[src/rtl/fir_interp_pkg.sv]
// Shared types, constants and fixed-point helpers for the polyphase interpolating FIR.
// Saturation of the dequantized output is enabled by defining FIR_INTERP_SAT_EN.
package fir_interp_pkg;

    localparam int DATA_SIZE = 32;
    localparam int BITS      = 10;

    typedef logic signed [DATA_SIZE-1:0] sample_t;
    typedef sample_t coeff_arr_t [32];

    typedef enum logic [1:0] {
        S_IDLE,
        S_MAC,
        S_WRITE
    } state_t;

    localparam coeff_arr_t AUDIO_LMR_COEFFS = '{
        32'shfffffffd, 32'shfffffffa, 32'shfffffff4, 32'shffffffed,
        32'shffffffe5, 32'shffffffdf, 32'shffffffe2, 32'shfffffff3,
        32'sh00000015, 32'sh0000004e, 32'sh0000009b, 32'sh000000f9,
        32'sh0000015d, 32'sh000001be, 32'sh0000020e, 32'sh00000243,
        32'sh00000243, 32'sh0000020e, 32'sh000001be, 32'sh0000015d,
        32'sh000000f9, 32'sh0000009b, 32'sh0000004e, 32'sh00000015,
        32'shfffffff3, 32'shffffffe2, 32'shffffffdf, 32'shffffffe5,
        32'shffffffed, 32'shfffffff4, 32'shfffffffa, 32'shfffffffd
    };

    function automatic sample_t QUANTIZE(input sample_t v);
        return sample_t'(v <<< BITS);
    endfunction

    // Division by 2^BITS rounding toward zero: negative values are biased before the shift.
    function automatic logic signed [2*DATA_SIZE-1:0] DEQUANTIZE(input logic signed [2*DATA_SIZE-1:0] v);
        logic signed [2*DATA_SIZE-1:0] bias;
        bias = v[2*DATA_SIZE-1] ? {{(2*DATA_SIZE-BITS){1'b0}}, {BITS{1'b1}}} : '0;
        return (v + bias) >>> BITS;
    endfunction

endpackage

[src/rtl/fir_interp_mac.sv]
// Multiply-accumulate datapath with clear/enable and dequantize; the output is wrapped,
// or saturated when FIR_INTERP_SAT_EN is defined.
module fir_interp_mac
    import fir_interp_pkg::*;
(
    input  logic                        clock,
    input  logic                        reset,
    input  logic                        clear,
    input  logic                        enable,
    input  logic signed [DATA_SIZE-1:0] a,
    input  logic signed [DATA_SIZE-1:0] b,
    output logic        [DATA_SIZE-1:0] y
);

    localparam int ACC_W = 2 * DATA_SIZE;

    logic signed [ACC_W-1:0] product;
    logic signed [ACC_W-1:0] acc_d;
    logic signed [ACC_W-1:0] acc_q;

    // NOTE: every signal written here gets a default first, so no path can infer a latch.
    always_comb begin
        product = ACC_W'(a) * ACC_W'(b);
        acc_d   = acc_q;
        if (clear) begin
            acc_d = '0;
        end else if (enable) begin
            acc_d = acc_q + product;
        end
    end

    // NOTE: state updates use non-blocking assignments so every flop samples pre-edge values.
    always_ff @(posedge clock or negedge reset) begin
        if (!reset) begin
            acc_q <= '0;
        end else begin
            acc_q <= acc_d;
        end
    end

`ifdef FIR_INTERP_SAT_EN
    localparam logic signed [ACC_W-1:0] SAT_MAX = {{(DATA_SIZE+1){1'b0}}, {(DATA_SIZE-1){1'b1}}};
    localparam logic signed [ACC_W-1:0] SAT_MIN = {{(DATA_SIZE+1){1'b1}}, {(DATA_SIZE-1){1'b0}}};

    logic signed [ACC_W-1:0] deq;

    always_comb begin
        deq = DEQUANTIZE(acc_q);
        if (deq > SAT_MAX) begin
            y = SAT_MAX[DATA_SIZE-1:0];
        end else if (deq < SAT_MIN) begin
            y = SAT_MIN[DATA_SIZE-1:0];
        end else begin
            y = deq[DATA_SIZE-1:0];
        end
    end
`else
    assign y = DATA_SIZE'(DEQUANTIZE(acc_q));
`endif

endmodule

[src/rtl/fir_interp.sv]
// Polyphase interpolating FIR core: pops one sample upstream, pushes INTERP filtered samples
// downstream. Define FIR_INTERP_SAT_EN to saturate rather than wrap the output.
module fir_interp
    import fir_interp_pkg::*;
#(
    parameter int NUM_TAPS = 32,
    parameter int INTERP   = 8,
    parameter logic signed [DATA_SIZE-1:0] COEFFICIENTS [NUM_TAPS] = AUDIO_LMR_COEFFS
) (
    input  logic                        clock,
    input  logic                        reset,
    input  logic                        x_in_empty,
    output logic                        x_in_rd_en,
    input  logic signed [DATA_SIZE-1:0] x_in_dout,
    input  logic                        y_out_full,
    output logic                        y_out_wr_en,
    output logic        [DATA_SIZE-1:0] y_out_din
);

    localparam int TPP   = NUM_TAPS / INTERP;
    localparam int P_W   = (INTERP > 1) ? $clog2(INTERP) : 1;
    localparam int K_W   = (TPP > 1) ? $clog2(TPP) : 1;
    localparam int TAP_W = (NUM_TAPS > 1) ? $clog2(NUM_TAPS) : 1;

    localparam logic [P_W-1:0] P_LAST = P_W'(INTERP - 1);
    localparam logic [K_W-1:0] K_LAST = K_W'(TPP - 1);

    state_t                        state_q, state_d;
    logic [P_W-1:0]                p_q, p_d;
    logic [K_W-1:0]                k_q, k_d;
    logic signed [DATA_SIZE-1:0]   hist_q [TPP];
    logic signed [DATA_SIZE-1:0]   hist_d [TPP];
    logic                          x_in_rd_en_q, x_in_rd_en_d;
    logic                          y_out_wr_en_q, y_out_wr_en_d;
    logic [DATA_SIZE-1:0]          y_out_din_q, y_out_din_d;

    logic                          mac_clear;
    logic                          mac_en;
    logic [TAP_W-1:0]              tap_idx;
    logic [DATA_SIZE-1:0]          mac_y;

    // Phase p uses every INTERP-th coefficient starting at p.
    assign tap_idx = TAP_W'(k_q) * TAP_W'(INTERP) + TAP_W'(p_q);

    fir_interp_mac u_mac (
        .clock  (clock),
        .reset  (reset),
        .clear  (mac_clear),
        .enable (mac_en),
        .a      (hist_q[k_q]),
        .b      (COEFFICIENTS[tap_idx]),
        .y      (mac_y)
    );

    always_comb begin
        state_d       = state_q;
        p_d           = p_q;
        k_d           = k_q;
        hist_d        = hist_q;
        x_in_rd_en_d  = 1'b0;
        y_out_wr_en_d = 1'b0;
        y_out_din_d   = y_out_din_q;
        mac_clear     = 1'b0;
        mac_en        = 1'b0;

        case (state_q)
            S_IDLE: begin
                if (!x_in_empty) begin
                    x_in_rd_en_d = 1'b1;
                    for (int i = TPP - 1; i > 0; i--) begin
                        hist_d[i] = hist_q[i-1];
                    end
                    hist_d[0] = x_in_dout;
                    p_d       = '0;
                    k_d       = '0;
                    mac_clear = 1'b1;
                    state_d   = S_MAC;
                end
            end
            S_MAC: begin
                mac_en = 1'b1;
                if (k_q == K_LAST) begin
                    k_d     = '0;
                    state_d = S_WRITE;
                end else begin
                    k_d = k_q + K_W'(1);
                end
            end
            S_WRITE: begin
                // A full downstream FIFO freezes acc and p here until space appears.
                if (!y_out_full) begin
                    y_out_wr_en_d = 1'b1;
                    y_out_din_d   = mac_y;
                    mac_clear     = 1'b1;
                    if (p_q == P_LAST) begin
                        state_d = S_IDLE;
                    end else begin
                        p_d     = p_q + P_W'(1);
                        state_d = S_MAC;
                    end
                end
            end
            default: begin
                state_d = S_IDLE;
            end
        endcase
    end

    // NOTE: the history is only TPP words, and start-up filtering relies on it being zero,
    // so it is reset like any other register.
    always_ff @(posedge clock or negedge reset) begin
        if (!reset) begin
            state_q       <= S_IDLE;
            p_q           <= '0;
            k_q           <= '0;
            hist_q        <= '{default: '0};
            x_in_rd_en_q  <= 1'b0;
            y_out_wr_en_q <= 1'b0;
            y_out_din_q   <= '0;
        end else begin
            state_q       <= state_d;
            p_q           <= p_d;
            k_q           <= k_d;
            hist_q        <= hist_d;
            x_in_rd_en_q  <= x_in_rd_en_d;
            y_out_wr_en_q <= y_out_wr_en_d;
            y_out_din_q   <= y_out_din_d;
        end
    end

    assign x_in_rd_en  = x_in_rd_en_q;
    assign y_out_wr_en = y_out_wr_en_q;
    assign y_out_din   = y_out_din_q;

endmodule

[config.mk]
export PLATFORM = sky130hd
export DESIGN_NAME = fir_interp
export DESIGN_NICKNAME = d
export VERILOG_FILES = /design/src/rtl/fir_interp_pkg.sv /design/src/rtl/fir_interp_mac.sv /design/src/rtl/fir_interp.sv
export SDC_FILE = /design/constraint.sdc
export NUM_CORES = 2
export LEC_CHECK = 0
export ABC_AREA = 0
export BUFFER_PORTS_ARGS = -buffer_cell sky130_fd_sc_hd__buf_2
export CORE_AREA = 2 2 329 331
export DETAILED_ROUTE_END_ITERATION = 16
export DIE_AREA = 0 0 331 333
export PLACE_DENSITY = 0.66
export REMOVE_ABC_BUFFERS = 1
export SYNTH_ARGS = -nofsm -noshare
export SYNTH_HDL_FRONTEND = slang
export SYNTH_SLANG_ARGS = --single-unit
export TNS_END_PERCENT = 5
[constraint.sdc]
create_clock -name clock -period 12.5 [get_ports clock]
set_input_delay 0.625 -clock clock [delete_from_list [all_inputs] [get_ports clock]]
set_output_delay 0.625 -clock clock [all_outputs]
set_load 0.005 [all_outputs]
Word-level counts from Yosys, hierarchy flattened --
Memory sizes are Yosys's and may differ from the RTL's. Index checks and enable logic that the tools add are counted.
Word-level totals: memories kept 1, flip-flop bits (word level) 233, logic and storage cells 67, ROM bits 1024, input bits 36
Cells by class: eq/ne operators 8, bitwise operators 4, add/sub/neg operators 5, multiplexer cells 26, $mul 1, order comparisons 2, reduce and logical (&&, ||, !) cells 9
Memory list:
- (no name shown) | words 32, bits a word 32, rd ports 1, clocked after memory_dff 0, write ports 0, RTL line fir_interp.sv:51 | .b (COEFFICIENTS[tap_idx]),
Operator list (number):
- two-way mux 32 bit | 4
- two-way mux 64 bit | 2
- adder 64 bit | 1
- binary-select mux 32 bit (select 2 bit) | 1
- multiplier 32 x 32 -> 64 bit | 1
- adder 42 bit | 1
- two-way mux 10 bit | 1
- two-way mux 2 bit | 5
- two-way mux 3 bit | 3
- != test 2 bit (second input constant) | 4
- >= comparator 6 bit (second input constant) | 1
- two-way mux 1 bit | 6
- NOT 5 -> 6 bit | 1
- one-hot mux 2 bit (3 select lines) | 1
- one-hot mux 3 bit (2 select lines) | 1
- AND reduction 2 bit | 3
- nonzero test 2 bit | 3
- adder 5 x 3 -> 5 bit | 1
- == test 2 bit (second input constant) | 2
- one-hot mux 2 bit (2 select lines) | 1
- AND reduction 4 bit | 1
- adder 3 x 1 -> 3 bit (second input constant) | 1
- == test 3 bit (second input constant) | 1
- >= comparator 3 bit (second input constant) | 1
- 7 further kinds | 8

Logic depth before layout (Yosys ltp) --
depth in word-level cells 9, gate-level depth with buffers 36, depth with buffers taken out 33

By module --
A second synthesis with hierarchy kept.
Unflattened totals: cell total of the unflattened synthesis 5410, area, all modules 51090.2 um^2
Modules (own cells, without submodules):
- fir_interp_mac | times used 1, area an instance 43449.2 um^2, cells each 4668, seq. area each 1601.5 um^2
- fir_interp | times used 1, area an instance 7641.1 um^2, cells each 742, seq. area each 4229.1 um^2

Worst setup path before layout --
OpenSTA, ideal clock, no wires.
kind reg-to-reg, from register k_q[0], to register u_mac.acc_q[62], setup time 122 ps, path slack 1234 ps, cell stages (with the launch flop) 32, path buffers 5, period minus slack after synthesis 11266 ps, required time 12378 ps, data arrival time 11144 ps, cells stage by stage dfrtp_1 clkbuf_1 clkbuf_1 clkbuf_1 buf_1 a21oi_1 clkbuf_1 nor2_1 inv_1 fa_1 inv_1 fa_1 inv_1 fa_1 fa_1 inv_1 fa_1 fa_1 fa_1 inv_1 fa_1 inv_1 ha_1 and3_4 nand2_4 or4_4 a211oi_4 o31ai_2 a31oi_4 o311ai_1 a21o_1 a32o_1
Between the ends: word-level cells in the longest chain between the ends 9, elaborated cells on any way between the ends 13, those cells by class add/sub (2); mul (1); mux (7); bitwise (2); memory (1)
RTL lines:
- start, declared | RTL line fir_interp.sv:30 | logic [K_W-1:0] k_q, k_d;
- start signal, assigned | RTL line fir_interp.sv:123 | k_q <= k_d;
- adder 5 x 3 -> 5 bit | RTL line fir_interp.sv:43 | assign tap_idx = TAP_W'(k_q) * TAP_W'(INTERP) + TAP_W'(p_q);
- NOT 5 -> 6 bit (implied by the code) | RTL line fir_interp.sv:51
- memory (32 x 32 bit)
- two-way mux 32 bit (implied by the code) (2 in a row) | RTL line fir_interp.sv:51
- multiplier 32 x 32 -> 64 bit (*) | RTL line fir_interp_mac.sv:23 | product = ACC_W'(a) * ACC_W'(b);
- adder 64 bit (*) | RTL line fir_interp_mac.sv:28 | acc_d = acc_q + product;
- two-way mux 64 bit (*) | RTL line fir_interp_mac.sv:27 | end else if (enable) begin
- two-way mux 64 bit (*) | RTL line fir_interp_mac.sv:25 | if (clear) begin
- end signal, assigned | RTL line fir_interp_mac.sv:35 | acc_q <= '0;
- end signal, assigned | RTL line fir_interp_mac.sv:37 | acc_q <= acc_d;
- end, declared | RTL line fir_interp_mac.sv:19 | logic signed [ACC_W-1:0] acc_q;
Mark *: on every way between the ends. The rest lies on a longest branch, timed or not. The select of a mux whose other input is x is not followed. A chain may end at the register's enable or synchronous reset.

Worst setup path after layout --
from register p_q[2], to register u_mac.acc_q[55]
Between the ends: word-level cells in the longest chain between the ends 9
RTL lines:
- start, declared | RTL line fir_interp.sv:29 | logic [P_W-1:0] p_q, p_d;
- start signal, assigned | RTL line fir_interp.sv:122 | p_q <= p_d;
- adder 5 x 3 -> 5 bit | RTL line fir_interp.sv:43
- NOT 5 -> 6 bit (implied by the code) | RTL line fir_interp.sv:51
- memory (32 x 32 bit)
- two-way mux 32 bit (implied by the code) (2 in a row) | RTL line fir_interp.sv:51
- multiplier 32 x 32 -> 64 bit | RTL line fir_interp_mac.sv:23
- adder 64 bit | RTL line fir_interp_mac.sv:28
- two-way mux 64 bit | RTL line fir_interp_mac.sv:27
- two-way mux 64 bit | RTL line fir_interp_mac.sv:25
No other way between the ends. The select of a mux whose other input is x is not followed.

==> summary.md <==
| Metric | Value |
|---|---|
| Status | `finished clean` |
| N_diodes | `0` |
| Largest family of logic cells by synthesized area | `adder cells` |
| CP max FO | `31` |
| Mean number of vias per cell | `5.09` |
| Commonest cells post-synth | `inv_1, fa_1, nor2_1` |
| Max frequency | `94.3 MHz` |
| Post-Route WL | `between 100000 and 150000 microns` |
| Post-Syn Area per Cell | `9.95 sq um` |
| Final weighted congestion in routability-driven placement | `approximately 1` |
| Starting Density | `39.7%` |
| Yosys top cell area share | `between 40% and 50%` |
| Max layer used | `met4` |
| Largest cells by area after synthesis | `fa_1, dfrtp_1, inv_1` |
| Vias | `28800` |
| Area grow syn2layout | `6.19%` |
| Worst-skew pair later-pin latency | `530 ps` |
| PostCTS Resize Cnt | `0` |
| Synth Area in Simple Gates | `about 9%` |
| Row cnt | `120` |
| Synth Area in Compound Gates | `6.56%` |
| Adder-Cell Fraction of Synth Area | `51.5%` |
| Hold crit path type | `in -> async` |
| WS Path Type | `reg -> reg` |
| Critical Path End Type | `flop` |
| Remaining DRCs | `0` |
| Final instance area | `approximately 45000 sq um` |
| CP required | `12870 ps` |
| Vias in the first global route | `31300` |
| Sequential share of the synthesized area | `between 10% and 20%` |
| Clock Sinks | `roughly 230` |
| Post-synth EDFFs | `0` |
| Setup Viol. Count Final | `0` |
| Met2 wire len | `58600 microns` |
| Ports | `70` |
| Met1 wire length | `between 40000 and 50000 microns` |
| Die Footprint | `110000 sq um` |
| I/O Buffers | `69` |
| CTS Buf Count | `21` |
| Clock transition at path regs | `70 ps` |
| Number of library cell types mapped by synthesis | `96` |
| Tmin final | `10600 ps` |
| Share of post-route cells with drive strength above 1 | `9.59%` |
| Worst setup SP type | `flop` |
| Mux share of post-synthesis cell area | `under 10%` |
| Crit share post-route | `84.8%` |
| Crit path arrival time | `roughly 11000 ps` |
| Worst R2R End | `u_mac.acc_q[55]$_DFFE_PN0P_` |
| Core ar. | `107000 sq um` |
| DR pass1 iterations | `7` |
| Rel. slew slack | `between 20% and 30%` |
| Slew Limit Fails | `0` |
| DP Area | `44300 sq um` |
| Max clock buf depth | `3` |
| Netlist Area Pre-Place | `42300 sq um` |
| Final Hold Viols | `0` |
| YS warnings | `0` |
| Critical path's largest stage delay | `690 ps` |
| Clock Skew | `17.6 ps` |
| Post-Place Cells | `5634` |
| Initial antenna violation count | `0` |
| Overall Global Routing Usage | `between 20% and 30%` |
| RSZ-0062 raised after global routing | `no` |
| Hold buffers post-CTS | `0` |
| GRT overflow | `0` |
| Post-detail-place hpwl | `just under 100000 microns` |
| Die Y | `approximately 330 microns` |
| Final nets | `5464` |
| First-pass GRT wire length | `184000 microns` |
| Synth Flop Type | `dfrtp_1` |
| R2R Setup Slk | `1900 ps` |
| Worst slew pin tran | `1090 ps` |
| Cells after Synth | `4257` |
| Multi-input gate area | `31700 sq um` |
| Number of synthesized register bits | `about 230` |
| Top-count cell post-synth | `inv_1` |
| TritonCTS clock tree | `yes` |
| Die X | `331 microns` |
| Post-DRT Antenna Nets | `0` |
| Initial DRC count | `2168` |
| Share of synthesized flip-flops with an asynchronous set or reset | `100%` |
| Slowest cell on crit path | `dfrtp_1` |
| Max_cap viols | `0` |
| Largest net degree at the start of global routing | `108` |
| Avg WL per Cell | `20.7 microns` |
| Hold Worst Slack | `between 100 and 150 ps` |
| Number of H-tree levels | `1` |
| Reg-to-reg critical path startpoint | `p_q[2]$_DFFE_PN0P_` |
| Post-Synth XOR/XNOR Area | `2.61%` |
| Register-to-Register Path Depth | `33` |
| Most common cell on crit path | `fa_1` |
| CTS Root Cell | `clkbuf_16` |
| Fillers | `just over 10000` |
| Metal3 WL | `6970 microns` |
| Synth area leader | `fa_1` |
| Register area | `5840 sq um` |
| Finished Layout Cells | `5670` |
| Setup Buffers After CTS | `0` |
layer usage:
| layer | up-vias | GRT usage [%] |
|---|---|---|
| met5 | - | 0 |
| met2 | 892 | 37.6 |
| met3 | 212 | 3.41 |
| met1 | 15000 | 28.5 |
| met4 | 0 | 7.69 |
| li1 | 12800 | - |
worst max-delay path: cells and delay by family, from the launching register on:
kind	cells	cell delay, ps
buffers and inverters	9	1440
xor gates and xnor gates	1	140
and+or+nand+nor	6	1860
adders and majority gates	9	4630
AOI/OAI and AO/OA	8	1650
DFF	1	690
state kept, by name (all words and copies together), names as in the netlist:
signal,count
hist_q,128
u_mac.acc_q,64
y_out_din,32
p_q,3
k_q,2
state_q,2
x_in_rd_en,1
y_out_wr_en,1
per-stage QoR:
stage	util (%)	TNS (ps)	worst slack [ps]
final	42.2	0	1900
after floorplan	-	-93170	-1780
after global routing	42.2	0	1360
after CTS	42.2	0	2070
after detailed placement	41.5	0	2090
after global placement	41.5	0	1990
final cells by class:
cell class	instances	share of cell area, %
clock inverter	8	0.228
inverter	1096	9.15
sequential	233	13.0
timing repair buffer	133	1.86
tap	1403	3.90
clock buffer	28	1.32
multi-input combinational	2769	70.6
worst max-delay path by stage:
| stage | cells after the start | from | endpoint |
|---|---|---|---|
| 2_1_floorplan | 3 | x_in_empty | u_mac.acc_q[52]$_DFFE_PN0P_ |
| 3_3_place_gp | 32 | p_q[2]$_DFFE_PN0P_ | u_mac.acc_q[55]$_DFFE_PN0P_ |
| 3_5_place_dp | 33 | p_q[2]$_DFFE_PN0P_ | u_mac.acc_q[55]$_DFFE_PN0P_ |
| 4_1_cts | 33 | p_q[2]$_DFFE_PN0P_ | u_mac.acc_q[55]$_DFFE_PN0P_ |
| 5_1_grt | 32 | p_q[2]$_DFFE_PN0P_ | u_mac.acc_q[55]$_DFFE_PN0P_ |
| 6_report | 33 | p_q[2]$_DFFE_PN0P_ | u_mac.acc_q[55]$_DFFE_PN0P_ |
layout by cell type, fill, tap and decap left out, drive strengths merged, types with 24 or more instances in the layout:
master / netlist / routed
inv: 1096 / 1096
fa: 940 / 940
nor2: 423 / 423
ha: 234 / 234
dfrtp: 233 / 233
nand2: 188 / 188
mux2: 160 / 160
buf: 29 / 133
a21oi: 127 / 127
o21ai: 117 / 117
xnor2: 88 / 88
nand2b: 52 / 52
a21o: 39 / 39
xor2: 38 / 38
mux2i: 34 / 34
nand3: 34 / 34
and2: 29 / 29
clkbuf: 126 / 28
o21a: 24 / 24
or2: 24 / 24
cells by family after synthesis:
family	count (synthesis)
AO/OA/AOI/OAI	430
AND/OR/NAND/NOR	837
buffers and inverters	1255
adder cells (fa/ha/maj)	1181
flip-flops	233
multiplexers	195
XOR/XNOR	126
Power is not shown: default switching activity piles up to over one toggle a cycle in this logic, so the estimate is an artifact.
